[src/rtl/decode_ctrl_pipe.sv]
// RV32IM decode/control stage: combinational decode feeding a one-entry output
// register with valid/ready handshake, flush, and a MUL/DIV structural-hazard stall.
module decode_ctrl_pipe #(
  parameter int BITS    = 32,
  parameter int MUL_LAT = 3,
  parameter int DIV_LAT = 16,
  parameter int CNT_W   = 32
) (
  input  logic             clk,
  input  logic             rst_n,
  input  logic             in_valid,
  output logic             in_ready,
  input  logic [31:0]      instr,
  input  logic             flush,
  output logic             out_valid,
  input  logic             out_ready,
  output logic [4:0]       ALUCtrl,
  output logic             Branch,
  output logic             MemtoReg,
  output logic             MemWrite,
  output logic             ALUSrc,
  output logic             ALUPCSrc,
  output logic             RegWrite,
  output logic [4:0]       rd,
  output logic [4:0]       rs1,
  output logic [4:0]       rs2,
  output logic [2:0]       funct3,
  output logic             illegal,
  output logic             md_busy,
  output logic [CNT_W-1:0] issue_cnt
);

  // Instruction decode is RV32 only; datapaths narrower than 32 bits are not supported.
  if (BITS < 32) begin : g_bits_unsupported
  end

  localparam int MAX_LAT = (MUL_LAT > DIV_LAT) ? MUL_LAT : DIV_LAT;
  localparam int MD_W    = $clog2(MAX_LAT + 1);
  localparam logic [MD_W-1:0] MD_MUL = MD_W'(MUL_LAT - 1);
  localparam logic [MD_W-1:0] MD_DIV = MD_W'(DIV_LAT - 1);

  typedef enum logic [4:0] {
    ALU_NOP = 5'd0, ALU_ADD, ALU_SUB, ALU_SLL, ALU_SLT, ALU_SLTU, ALU_XOR,
    ALU_SRL, ALU_SRA, ALU_OR, ALU_AND,
    ALU_MUL, ALU_MULH, ALU_MULHSU, ALU_MULHU, ALU_DIV, ALU_DIVU, ALU_REM, ALU_REMU,
    ALU_BEQ, ALU_BNE, ALU_BLT, ALU_BGE, ALU_BLTU, ALU_BGEU,
    ALU_JAL, ALU_JALR, ALU_AUIPC
  } alu_op_e;

  typedef enum logic [6:0] {
    OP_R      = 7'h33,
    OP_I      = 7'h13,
    OP_LOAD   = 7'h03,
    OP_STORE  = 7'h23,
    OP_BRANCH = 7'h63,
    OP_JAL    = 7'h6F,
    OP_JALR   = 7'h67,
    OP_AUIPC  = 7'h17
  } opcode_e;

  function automatic alu_op_e base_op(input logic [2:0] f3);
    case (f3)
      3'd0:    return ALU_ADD;
      3'd1:    return ALU_SLL;
      3'd2:    return ALU_SLT;
      3'd3:    return ALU_SLTU;
      3'd4:    return ALU_XOR;
      3'd5:    return ALU_SRL;
      3'd6:    return ALU_OR;
      default: return ALU_AND;
    endcase
  endfunction

  function automatic alu_op_e md_op(input logic [2:0] f3);
    case (f3)
      3'd0:    return ALU_MUL;
      3'd1:    return ALU_MULH;
      3'd2:    return ALU_MULHSU;
      3'd3:    return ALU_MULHU;
      3'd4:    return ALU_DIV;
      3'd5:    return ALU_DIVU;
      3'd6:    return ALU_REM;
      default: return ALU_REMU;
    endcase
  endfunction

  function automatic alu_op_e br_op(input logic [2:0] f3);
    case (f3)
      3'd0:    return ALU_BEQ;
      3'd1:    return ALU_BNE;
      3'd4:    return ALU_BLT;
      3'd5:    return ALU_BGE;
      3'd6:    return ALU_BLTU;
      default: return ALU_BGEU;
    endcase
  endfunction

  logic [6:0] op;
  logic [2:0] f3;
  logic [6:0] f7;
  assign op = instr[6:0];
  assign f3 = instr[14:12];
  assign f7 = instr[31:25];

  alu_op_e d_alu;
  logic    d_ok, d_md;
  logic    is_r, is_i, is_ld, is_st, is_br, is_jal, is_jalr, is_auipc;

  always_comb begin
    d_alu    = ALU_NOP;
    d_ok     = 1'b0;
    d_md     = 1'b0;
    is_r     = 1'b0;
    is_i     = 1'b0;
    is_ld    = 1'b0;
    is_st    = 1'b0;
    is_br    = 1'b0;
    is_jal   = 1'b0;
    is_jalr  = 1'b0;
    is_auipc = 1'b0;
    case (op)
      OP_R: begin
        is_r = 1'b1;
        case (f7)
          7'h00: begin d_ok = 1'b1; d_alu = base_op(f3); end
          7'h20: begin
            if (f3 == 3'd0)      begin d_ok = 1'b1; d_alu = ALU_SUB; end
            else if (f3 == 3'd5) begin d_ok = 1'b1; d_alu = ALU_SRA; end
          end
          7'h01: begin d_ok = 1'b1; d_md = 1'b1; d_alu = md_op(f3); end
          default: ;
        endcase
      end
      OP_I: begin
        is_i = 1'b1;
        // funct7 is immediate bits except for shifts, where it qualifies the op
        if (f3 == 3'd1) begin
          d_ok  = (f7 == 7'h00);
          d_alu = ALU_SLL;
        end else if (f3 == 3'd5) begin
          if (f7 == 7'h00)      begin d_ok = 1'b1; d_alu = ALU_SRL; end
          else if (f7 == 7'h20) begin d_ok = 1'b1; d_alu = ALU_SRA; end
        end else begin
          d_ok  = 1'b1;
          d_alu = base_op(f3);
        end
      end
      OP_LOAD: begin
        is_ld = 1'b1;
        d_ok  = f3 inside {3'd0, 3'd1, 3'd2, 3'd4, 3'd5};
        d_alu = ALU_ADD;
      end
      OP_STORE: begin
        is_st = 1'b1;
        d_ok  = f3 inside {3'd0, 3'd1, 3'd2};
        d_alu = ALU_ADD;
      end
      OP_BRANCH: begin
        is_br = 1'b1;
        d_ok  = !(f3 inside {3'd2, 3'd3});
        d_alu = br_op(f3);
      end
      OP_JAL:   begin is_jal = 1'b1;   d_ok = 1'b1;          d_alu = ALU_JAL;   end
      OP_JALR:  begin is_jalr = 1'b1;  d_ok = (f3 == 3'd0);  d_alu = ALU_JALR;  end
      OP_AUIPC: begin is_auipc = 1'b1; d_ok = 1'b1;          d_alu = ALU_AUIPC; end
      default: ;
    endcase
  end

  alu_op_e          alu_q;
  logic             md_q;
  logic [MD_W-1:0]  md_cnt;
  logic             accept, fire;

  assign in_ready = rst_n & ~flush & (md_cnt == '0) & (~out_valid | out_ready);
  assign accept   = in_valid & in_ready;
  assign fire     = out_valid & out_ready;
  assign ALUCtrl  = alu_q;
  assign md_busy  = (md_cnt != '0);

  always_ff @(posedge clk) begin
    if (!rst_n) begin
      out_valid <= 1'b0;
      alu_q     <= ALU_NOP;
      Branch    <= 1'b0;
      MemtoReg  <= 1'b0;
      MemWrite  <= 1'b0;
      ALUSrc    <= 1'b0;
      ALUPCSrc  <= 1'b0;
      RegWrite  <= 1'b0;
      rd        <= '0;
      rs1       <= '0;
      rs2       <= '0;
      funct3    <= '0;
      illegal   <= 1'b0;
      md_q      <= 1'b0;
      md_cnt    <= '0;
      issue_cnt <= '0;
    end else begin
      if (accept) begin
        out_valid <= 1'b1;
        alu_q     <= d_ok ? d_alu : ALU_NOP;
        Branch    <= d_ok & (is_jal | is_jalr | is_br);
        MemtoReg  <= d_ok & is_ld;
        MemWrite  <= d_ok & is_st;
        ALUSrc    <= d_ok & (is_i | is_ld | is_st | is_auipc | is_jal | is_jalr);
        ALUPCSrc  <= d_ok & (is_auipc | is_jal | is_jalr);
        RegWrite  <= d_ok & (is_r | is_i | is_ld | is_auipc | is_jal | is_jalr);
        rd        <= instr[11:7];
        rs1       <= instr[19:15];
        rs2       <= instr[24:20];
        funct3    <= f3;
        illegal   <= ~d_ok;
        md_q      <= d_md;
      end else if (flush || fire) begin
        out_valid <= 1'b0;
      end

      if (fire) issue_cnt <= issue_cnt + CNT_W'(1);

      // The stall starts when EX takes the M op, not when decode accepts it
      if (fire && md_q)       md_cnt <= (funct3 < 3'd4) ? MD_MUL : MD_DIV;
      else if (md_cnt != '0)  md_cnt <= md_cnt - MD_W'(1);
    end
  end

endmodule

[config.mk]
export PLATFORM = sky130hd
export DESIGN_NAME = decode_ctrl_pipe
export DESIGN_NICKNAME = d
export VERILOG_FILES = /design/src/rtl/decode_ctrl_pipe.sv
export SDC_FILE = /design/constraint.sdc
export NUM_CORES = 1
export LEC_CHECK = 0
export ABC_AREA = 1
export CAP_MARGIN = 20
export CORE_ASPECT_RATIO = 2
export CORE_UTILIZATION = 40
export CTS_BUF_LIST = sky130_fd_sc_hd__clkbuf_8
export DETAILED_ROUTE_END_ITERATION = 10
export PLACE_DENSITY_LB_ADDON = 0.05
export SLEW_MARGIN = 20
export SYNTH_ARGS = -nofsm -noshare
export SYNTH_HDL_FRONTEND = slang
export SYNTH_SLANG_ARGS = --single-unit
[constraint.sdc]
create_clock -name clk -period 2 [get_ports clk]
set_clock_uncertainty 0.15 [all_clocks]
set_input_delay 0.4 -clock clk [delete_from_list [all_inputs] [get_ports clk]]
set_output_delay 0.4 -clock clk [all_outputs]
set_load 0.1 [all_outputs]
== Word level (Yosys, flattened, before mapping) ==
Index checks and enable logic that the tools add are counted.
Operators by class
  add/sub/neg operators: 2
  $lt $le $gt $ge: 1
  eq/ne operators: 16
  multiplexer cells: 36
  bitwise gates (word level): 29
  reduce and logical (&&, ||, !) cells: 15
Operators by type and width (count)
  $pmux 5 s7: 2
  $pmux 4 s5: 2
  $add 32x1->32 const B: 1
  $pmux 4 s7: 1
  $mux 5: 5
  $eq 7x6->1 const B: 3
  $eq 7x7->1 const B: 3
  $mux 4: 5
  $mux 1: 18
  $or 1x1->1: 15
  $pmux 5 s3: 1
  $eq 7x5->1 const B: 2
  $and 1x1->1: 11
  $reduce_bool 5->1: 2
  $eq 3x3->1 const B: 3
  $eq 7x1->1 const B: 1
  $eq 7x2->1 const B: 1
  $logic_not 7->1: 1
  $pmux 1 s7: 1
  $eq 3x2->1 const B: 2
  $reduce_bool 2->1: 3
  $reduce_or 2->1: 3
  $logic_not 5->1: 1
  $sub 5x1->5 const B: 1
  other kinds (9): 11
Word-level totals
  bits in registers: 69
  input port bits: 37
  output and inout bits: 65
  logic and storage cells: 115

== Longest topological paths before layout ==
Gate-level depths: netlist (run 1).
  depth in word-level cells: 8
  mapped depth: 12
  mapped depth without buffers: 12

== Worst setup path after synthesis (run 1) ==
OpenSTA, ideal clock, no wires.
  path kind: reg-to-reg
  from: register issue_cnt[1]
  to: register issue_cnt[28]
  arrival time: 2271 ps
  data required time: 1740 ps
  path slack: -531 ps
  cell stages (with the launch flop): 13
  period minus slack after synthesis: 2531 ps
  path through: dfxtp_1 > ha_1 > inv_1 > nor2_4 > nand3_2 > nor2_4 > nand3_2 > nor2_4 > nand2_2 > nor2_1 > nand2_1 > nand2_1 > nor2_1
On the way
  longest elaborated chain between the ends: 1
Ends and longest elaborated chain
  start, declared: RTL line 30  | output logic [CNT_W-1:0] issue_cnt
  start signal, assigned: RTL line 219  | if (fire) issue_cnt <= issue_cnt + CNT_W'(1);
  $add 32x1->32: RTL line 219
No other way between the ends.
A chain may end at the register's enable or synchronous reset.

== Worst setup path in the final report (run 1) ==
  from: register md_cnt[1]
  to: output port md_busy
On the way
  longest elaborated chain between the ends: 1
Ends and longest elaborated chain
  start, declared: RTL line 172  | logic [MD_W-1:0] md_cnt;
  start signal, assigned: RTL line 222  | if (fire && md_q) md_cnt <= (funct3 < 3'd4) ? MD_MUL : MD_DIV;
  start signal, assigned: RTL line 223  | else if (md_cnt != '0) md_cnt <= md_cnt - MD_W'(1);
  $reduce_bool 5->1: RTL line 179  | assign md_busy = (md_cnt != '0);
  end, declared: RTL line 29  | output logic md_busy,
No other way between the ends.

==> flow_results.org, run 1 <==
** Power and ir drop
- VDD sags by at most 405 µV.
- For this design the ratio of total power to cell area is 668 nW/µm².
- Total leakage power :: 0.00265 µW

** CTS
- Counting along the longest clock path gives a buffer depth of 2.
- Clock-pin slew was measured on the worst setup and hold paths at 0.07 ns.
- CTS HTree Levels :: 3
- CTS placed an instance of clkbuf_8 at the clock tree root.
- Number of sinks handled by clock tree synthesis :: 69
- For the worst-skew pair, the clock arrives at the later sink with an insertion delay of 0.35 ns.
- After clock tree synthesis, the flow added hold-fix buffers numbering 0.
- In this run, CTS created clock tree buffers numbering 9.
- TritonCTS built the clock tree.

** Setup path
- Destination of the worst register-to-register timing path :: issue_cnt[26]
- FF-to-FF Start :: issue_cnt[1]
- In this run the worst setup path begins at md_cnt[1].
- Critical path data required time :: 1.45 ns
- Dominant delay contributor by cell family on the critical path :: buffers and inverters
- Number of buffer and inverter stages on the critical path :: 5
- Register-to-register setup slack :: 0.14 ns
- Slowest cell delay on critical path :: 0.33 ns
- R2R cell count :: 11
- The worst setup path is captured at a primary output.
- In this run the worst path has a maximum fanout of 3.
- The worst setup path is launched from a register.
- The signal on the critical path passes through inv_2, ha_4, inv_2, nor3_4, buf_4, inv_4, buf_12.
- Worst Setup Path Type :: reg -> out
- Cell type with the highest occurrence count on the critical path :: inv_2
- Data arrival time of the critical path :: 1.50 ns
- CP max stage cell :: dfxtp_2

** Place
- Final Wtd Congestion :: 0.934
- Input and output buffers added on the ports amount to 101.
- Detailed-placement wirelength estimate :: 10.2 mm

** Yosys
- The cell count after synthesis came out at 610.
- Number of enable-type register cells in the synthesized netlist :: 0
- Async SR Flop Fraction :: 0
- Count of unique library cells instantiated by Yosys :: 38
- Summing every instance area after synthesis gives 3850 µm².
- In the post-synthesis netlist, the biggest area contributors are dfxtp_1, nand2_1, nor2_1.
- Sequential element share of the synthesized area :: 0.358
- Dominant cell type by area after synthesis :: dfxtp_1
- The number of nets handed over by synthesis was 650.
- Mapped Avg Cell Area :: 6.32 µm²
- Synthesis-stage register bit count :: 69
- Synth Flop Type :: dfxtp_1
- Area share of the largest cell type after synthesis :: 0.358
- For this run, the number of Yosys warnings is 0.

** Worst hold path
- Hold Path End :: md_q
- Path category of the worst min-delay check :: reg -> reg
- Startpoint of the tightest hold check path :: md_q
- Worst hold path depth :: 2

** Finish
- Antenna diode instance count :: 0
- # fillers :: 790
- Number of nets in the layout :: 821
- Of the cells placed in the final design, the portion with a size suffix greater than 1 is 0.288.
- Compared with the post-synthesis result, the final layout area differs by 67.9%.
- Total area of multi-input combinational cells :: 2180 µm²
- Final core utilization :: 0.690
- Summing all flip-flop and latch instances after layout gives 1430 µm².

** STA
- Summed over all failing endpoints, the final setup total negative slack is -0.0683 ns.
- Unrepaired setup endpoints after global routing :: yes
- Maximum frequency from static timing analysis :: 489 MHz
- The count of final hold-check violations is 0.
- Final Worst Setup Slack :: -0.0455 ns
- On the final layout, the worst hold slack is 0.336 ns.
- The max-slew violation total from the final report was 0.
- Period utilization :: 1.02
- Post-route minimum period :: 2.05 ns
- Worst-case headroom to the max-slew limit :: 0.650
- Endpoints failing setup :: 2
- For the pin with the worst max-slew slack, the measured transition is 0.526 ns.

** Floorplan
- The region available for standard cell placement spans 9380 µm².
- The die is 141 µm tall.
- Initial Util :: 0.411
- The floorplan step set the die width to 71.4 µm.
- Boundary pin count :: 102
- After floorplanning, the core was divided into 50 placement rows.
- The die covers 10100 µm².

** Detailed routing
- Total vias in the final route :: 4533
- DRC violation count after routing :: 0
- The first routing iteration left 151 violations.
- TritonRoute pass-1 iters :: 4
- Wire length per cell :: 14.5 µm
- Vias per std cell :: 5.10
- Sum of routed wire length over all layers :: 12.9 mm
- Antenna violation net count after detailed routing :: 0

** Outcome
- Result of the run :: finished, violations left
- The final reports fail on setup timing.

** Global routing
- The first global-routing pass estimated 20.9 mm of wire.
- Number of antenna violations at the first check in global routing :: 0
- Entering global routing, the biggest net connects 47 pins.
- The number of global-route vias before repair was 4569.
- Global routing finished with a remaining overflow of 0.
- Total global-route track usage :: 0.269

** Flow run
- Across the run, the number of max-cap violations was 0.
-- worst register-to-register path: cells and delay by family, from the launching register on --
kind / cells / cell delay [ns]
AND/OR/NAND/NOR: 8 / 0.89
flip-flops: 1 / 0.38
adder cells (fa/ha/maj): 1 / 0.17
AO/OA/AOI/OAI: 1 / 0.13
buffers and inverters: 1 / 0.07
-- Yosys cell counts, drive strengths merged (3+ instances only) --
library cell / instances
a21oi: 56
nand4: 7
nor2: 85
dfxtp: 69
nor4: 3
inv: 75
xor2: 10
nand3b: 3
ha: 3
o21ai: 21
nor3: 23
clkbuf: 10
nand3: 37
buf: 6
o21a: 4
nand2: 184
-- metrics by stage --
step           cells  setup WS (ns)  instance area, µm²  total power (µW)
5_1_grt          889        -0.0990                6470              4530
3_3_place_gp     862         -0.281                6110              2920
4_1_cts          886        -0.0374                6400              4270
3_5_place_dp     862         -0.305                6110              2950
2_1_floorplan    610         0.0180                3910              2400
6_report         889        -0.0455                6470              4320
-- cells by family (layout without fill, tap and decap cells) --
| group | Yosys count | after routing | synth area share |
|---|---|---|---|
| buffers and inverters | 92 | 267 | 0.0944 |
| AO/OA/AOI/OAI | 88 | 88 | 0.123 |
| flip-flops | 69 | 69 | 0.358 |
| adder cells (fa/ha/maj) | 3 | 3 | 0.00974 |
| XOR/XNOR | 12 | 12 | 0.0273 |
| AND/OR/NAND/NOR | 346 | 346 | 0.387 |
-- registers in the layout, summed over array words and instances, names as in the netlist, 3 cells and up --
signal and count:
ALUCtrl 5, rs1 5, issue_cnt 32, rd 5, funct3 3, rs2 5, md_cnt 5
-- area by class of cell --
class | count | share of cell area
Timing Repair Buffer | 176 | 0.345
Clock buffer | 12 | 0.0255
Tap cell | 104 | 0.0201
Clock inverter | 3 | 0.00580
Inverter | 76 | 0.0451
Sequential cell | 69 | 0.222
Multi-Input combinational cell | 449 | 0.337
-- power by group --
group          switching [µW]  internal [µW]
logic                     943            658
registers                83.9           1460
clock network             511            663
-- metal layers --
layer,track usage,wire length (µm),vias to the layer above
met2,0.524,7490,136
li1,-,-,2273
met1,0.240,4190,2076
met5,0,0,-
met3,0.0436,402,48
met4,0.188,807,0
-- repair_timing --
action	4_1_cts	5_1_grt
gates resized for setup	12	14
hold endpoints to repair	0	0
pin swaps	5	1
setup endpoints to repair	2	15
setup buffers	9	3
-- worst max path at each step --
stage                     to  slack [ns]  depth (start not counted)
6_report             md_busy       -0.05                          7
3_5_place_dp      ALUCtrl[3]       -0.31                         11
5_1_grt              md_busy        -0.1                          7
2_1_floorplan  issue_cnt[28]        0.02                          9
3_3_place_gp      ALUCtrl[3]       -0.28                         11
4_1_cts             in_ready       -0.04                          7
-- cells in the final DEF (no fill, tap or decap), types with 7 or more instances in the layout --
| cell type | n |
|---|---|
| xor2_1 | 10 |
| dfxtp_1 | 35 |
| nand3_2 | 7 |
| buf_12 | 66 |
| nand2_1 | 178 |
| nor3_1 | 22 |
| nor2_1 | 74 |
| dfxtp_2 | 30 |
| nand4_1 | 7 |
| inv_1 | 69 |
| nand3_1 | 29 |
| a21oi_1 | 54 |
| clkbuf_8 | 12 |
| buf_4 | 74 |
| o21ai_0 | 20 |
| clkdlybuf4s50_1 | 33 |
(Power assumes the default switching activity.)
==> inputs of run 2 (changes only) <==
==> constraint.sdc (replaced) <==
create_clock -name clk -period 2 [get_ports clk]
set_clock_uncertainty 0.15 [all_clocks]
set_input_delay 0.5 -clock clk [delete_from_list [all_inputs] [get_ports clk]]
set_output_delay 0.5 -clock clk [all_outputs]
set_load 0.1 [all_outputs]
==> run 2 against run 1 <==
  * The run still ends with setup timing left
  * Die area unchanged
  * Cell area up 3.9%
  * Register-to-register slack worse by 0.03 ns
  * Clock power up 15%
  * Combinational power up 3%
  * Core utilization up 2.7 points
  * Count of clock-buffer cells in the layout down 3
  * Via count up 1.7%
  * Hold slack worse by 0.010 ns
  * Cell count up 0.90%
  * Critical path type unchanged
  * Critical endpoint is now in_ready
==> flow_results.org, run 2 (synthesized netlist as in run 1, its figures left out) <==
** Floorplan
- The initialized floorplan defines 50 standard-cell rows.
- Die X :: 71.4 µm
- Boundary pin count :: 102
- Core area :: 9380 µm²
- In this run the vertical extent of the chip is 141 µm.
- The die covers 10100 µm².
- Initial Util :: 0.411

** Detailed routing
- Antenna violation net count after detailed routing :: 0
- DRC violation count after routing :: 0
- Initial drt markers :: 171
- Across all layers, the routed design uses 4608 vias.
- For this run, the detailed router's first-pass iteration total came to 4.
- Wire length per cell :: 14.5 µm
- After detailed routing, the number of vias per cell comes to 5.14.
- The final layout contains routed wiring with a total length of 13.0 mm.

** CTS
- Number of buffers added by the clock tree synthesis step :: 9
- CTS HTree Levels :: 3
- Number of sinks handled by clock tree synthesis :: 69
- The tree is rooted in a clkbuf_8.
- Buffers inserted to repair hold after CTS numbered 0.
- Buffers from clock root to sink, at most :: 2
- TritonCTS clock tree :: built
- Clock latency on the worst-skew pair, taken at its later pin, is 0.36 ns.
- After clock tree synthesis, the clock-pin slew on the worst setup and hold paths is 0.07 ns.

** Setup path
- For this design, the slowest cell found on the critical path is dfxtp_2.
- Critical path data required time :: 1.35 ns
- Slowest cell delay on critical path :: 0.32 ns
- Cell chain of the critical path :: inv_2, ha_4, inv_2, nor3_4, nand2_2, clkinvlp_4, buf_12
- Data arrives at the worst endpoint at 1.49 ns.
- Type of origin of the critical path :: register
- STA classifies the critical path endpoint as a primary output.
- Dominant delay contributor by cell family on the critical path :: buffers and inverters
- Cell type with the highest occurrence count on the critical path :: inv_2
- In this run the worst path has a maximum fanout of 3.
- The critical path is of the reg -> out type.
- Counting both buffers and inverters, the worst setup path holds a total of 4.

** Global routing
- Number of global-route vias before repair :: 4557
- Wire length of the first global-routing pass :: 20.6 mm
- Maximum number of pins on one net before global-route repair :: 47
- Total global-route track usage :: 0.263
- Summed over all layers, the global routing overflow is 0.
- The initial antenna violation count is 0.

** Place
- Buffers placed on the I/O ports in this run total 101.
- Final Wtd Congestion :: 0.960
- Detailed-placement wirelength estimate :: 10.0 mm
- After detailed placement, the total cell area comes to 6140 µm².
- Cell count after placement :: 866

** STA
- Dividing the final minimum period by the clock period gives 1.07.
- Least-Margin Pin Slew :: 0.539 ns
- Worst-case headroom to the max-slew limit :: 0.641
- After layout, the minimum clock period comes to 2.14 ns.
- Total Neg Setup Slack :: -0.257 ns
- The count of final hold-check violations is 0.
- Setup repair after global routing could not meet its margin everywhere.
- Final Worst Setup Slack :: -0.142 ns
- Maximum frequency from static timing analysis :: 467 MHz
- Setup violations remaining at the end of the flow were counted as 2.
- Max-slew violation count :: 0

** Outcome
- Result of the run :: finished, violations left
- Violations in the final reports :: setup timing

** Finish
- Leaving out fill and tap cells, the most frequent cell in the layout is nand2_1.
- Number of nets in the layout :: 828
- Of the cells placed in the final design, the portion with a size suffix greater than 1 is 0.333.
- Ranked by flip-flop count, first place goes to issue_cnt.
- Number of cells in the finished layout apart from fillers :: 897
- In the layout the commonest cells are nand2_1, buf_4, buf_12.
- Synth-to-Final Area Change :: 74.4%
- Counting the fill cells in the layout gives 755.
- Total non-filler cell area in the finished layout :: 6720 µm²
- The number of antenna diodes in the final layout is 0.
- Largest register FFs :: 32

** Power and ir drop
- For this design the ratio of total power to cell area is 677 nW/µm².
- Sum of internal, switching and leakage power :: 4550 µW
- The worst-case IR drop observed on VDD is 402 µV.
- Total leakage power :: 0.00277 µW

** Worst hold path
- The path class of the tightest hold or removal check is reg -> reg.

** Flow run
- Across the run, the number of max-cap violations was 0.
==> run 2: metrics by stage <==
step / setup WS (ns) / utilization / hold WS, ns
5_1_grt: -0.196 / 0.716 / 0.367
2_1_floorplan: 0.0180 / - / 0.287
4_1_cts: -0.147 / 0.691 / 0.323
3_3_place_gp: -0.449 / 0.654 / 0.313
3_5_place_dp: -0.444 / 0.654 / 0.312
6_report: -0.142 / 0.716 / 0.326
==> run 2: final timing paths <==
kind / from / to / slack (ns) / cells after the start
min reg2reg: md_q / md_q / 0.33 / 2
min: md_q / md_q / 0.33 / 2
max reg2reg: md_cnt[1] / ALUCtrl[0] / 0.11 / 13
max: md_cnt[1] / in_ready / -0.14 / 7
==> run 2: repair_timing <==
action | 4_1_cts | 5_1_grt
setup endpoints to repair | 13 | 24
buffers inserted | 8 | 8
resized for setup | 23 | 58
pin swaps | 5 | 16
==> run 2: per-layer routing <==
metal,vias to the layer above,part of all wire,routed length [µm],track usage
li1,2293,-,-,-
met1,2122,0.33,4330,0.240
met2,140,0.57,7430,0.505
met3,53,0.036,472,0.0457
met4,0,0.059,762,0.184
met5,-,0,0,0
==> run 2: area by class of cell <==
class                      count  area, µm²  area share
clock buffer                   9        124      0.0184
clock inverter                 7        108      0.0160
inverter                      76        297      0.0441
multi-input combinational    449       2310       0.344
sequential                    69       1430       0.213
tap                          104        130      0.0194
timing repair buffer         183       2310       0.344
==> run 2: power by group <==
group	switching [µW]	total [µW]	internal, µW
Clock	535	1350	815
Sequential	82.5	1540	1460
Combinational	967	1650	687
==> run 2: worst register-to-register path: cells and delay by family, from the launching register on <==
family,cells,cell delay (ns)
DFF,1,0.32
and+or+nand+nor,8,0.83
adders and majority gates,1,0.13
buffers and inverters,4,0.37
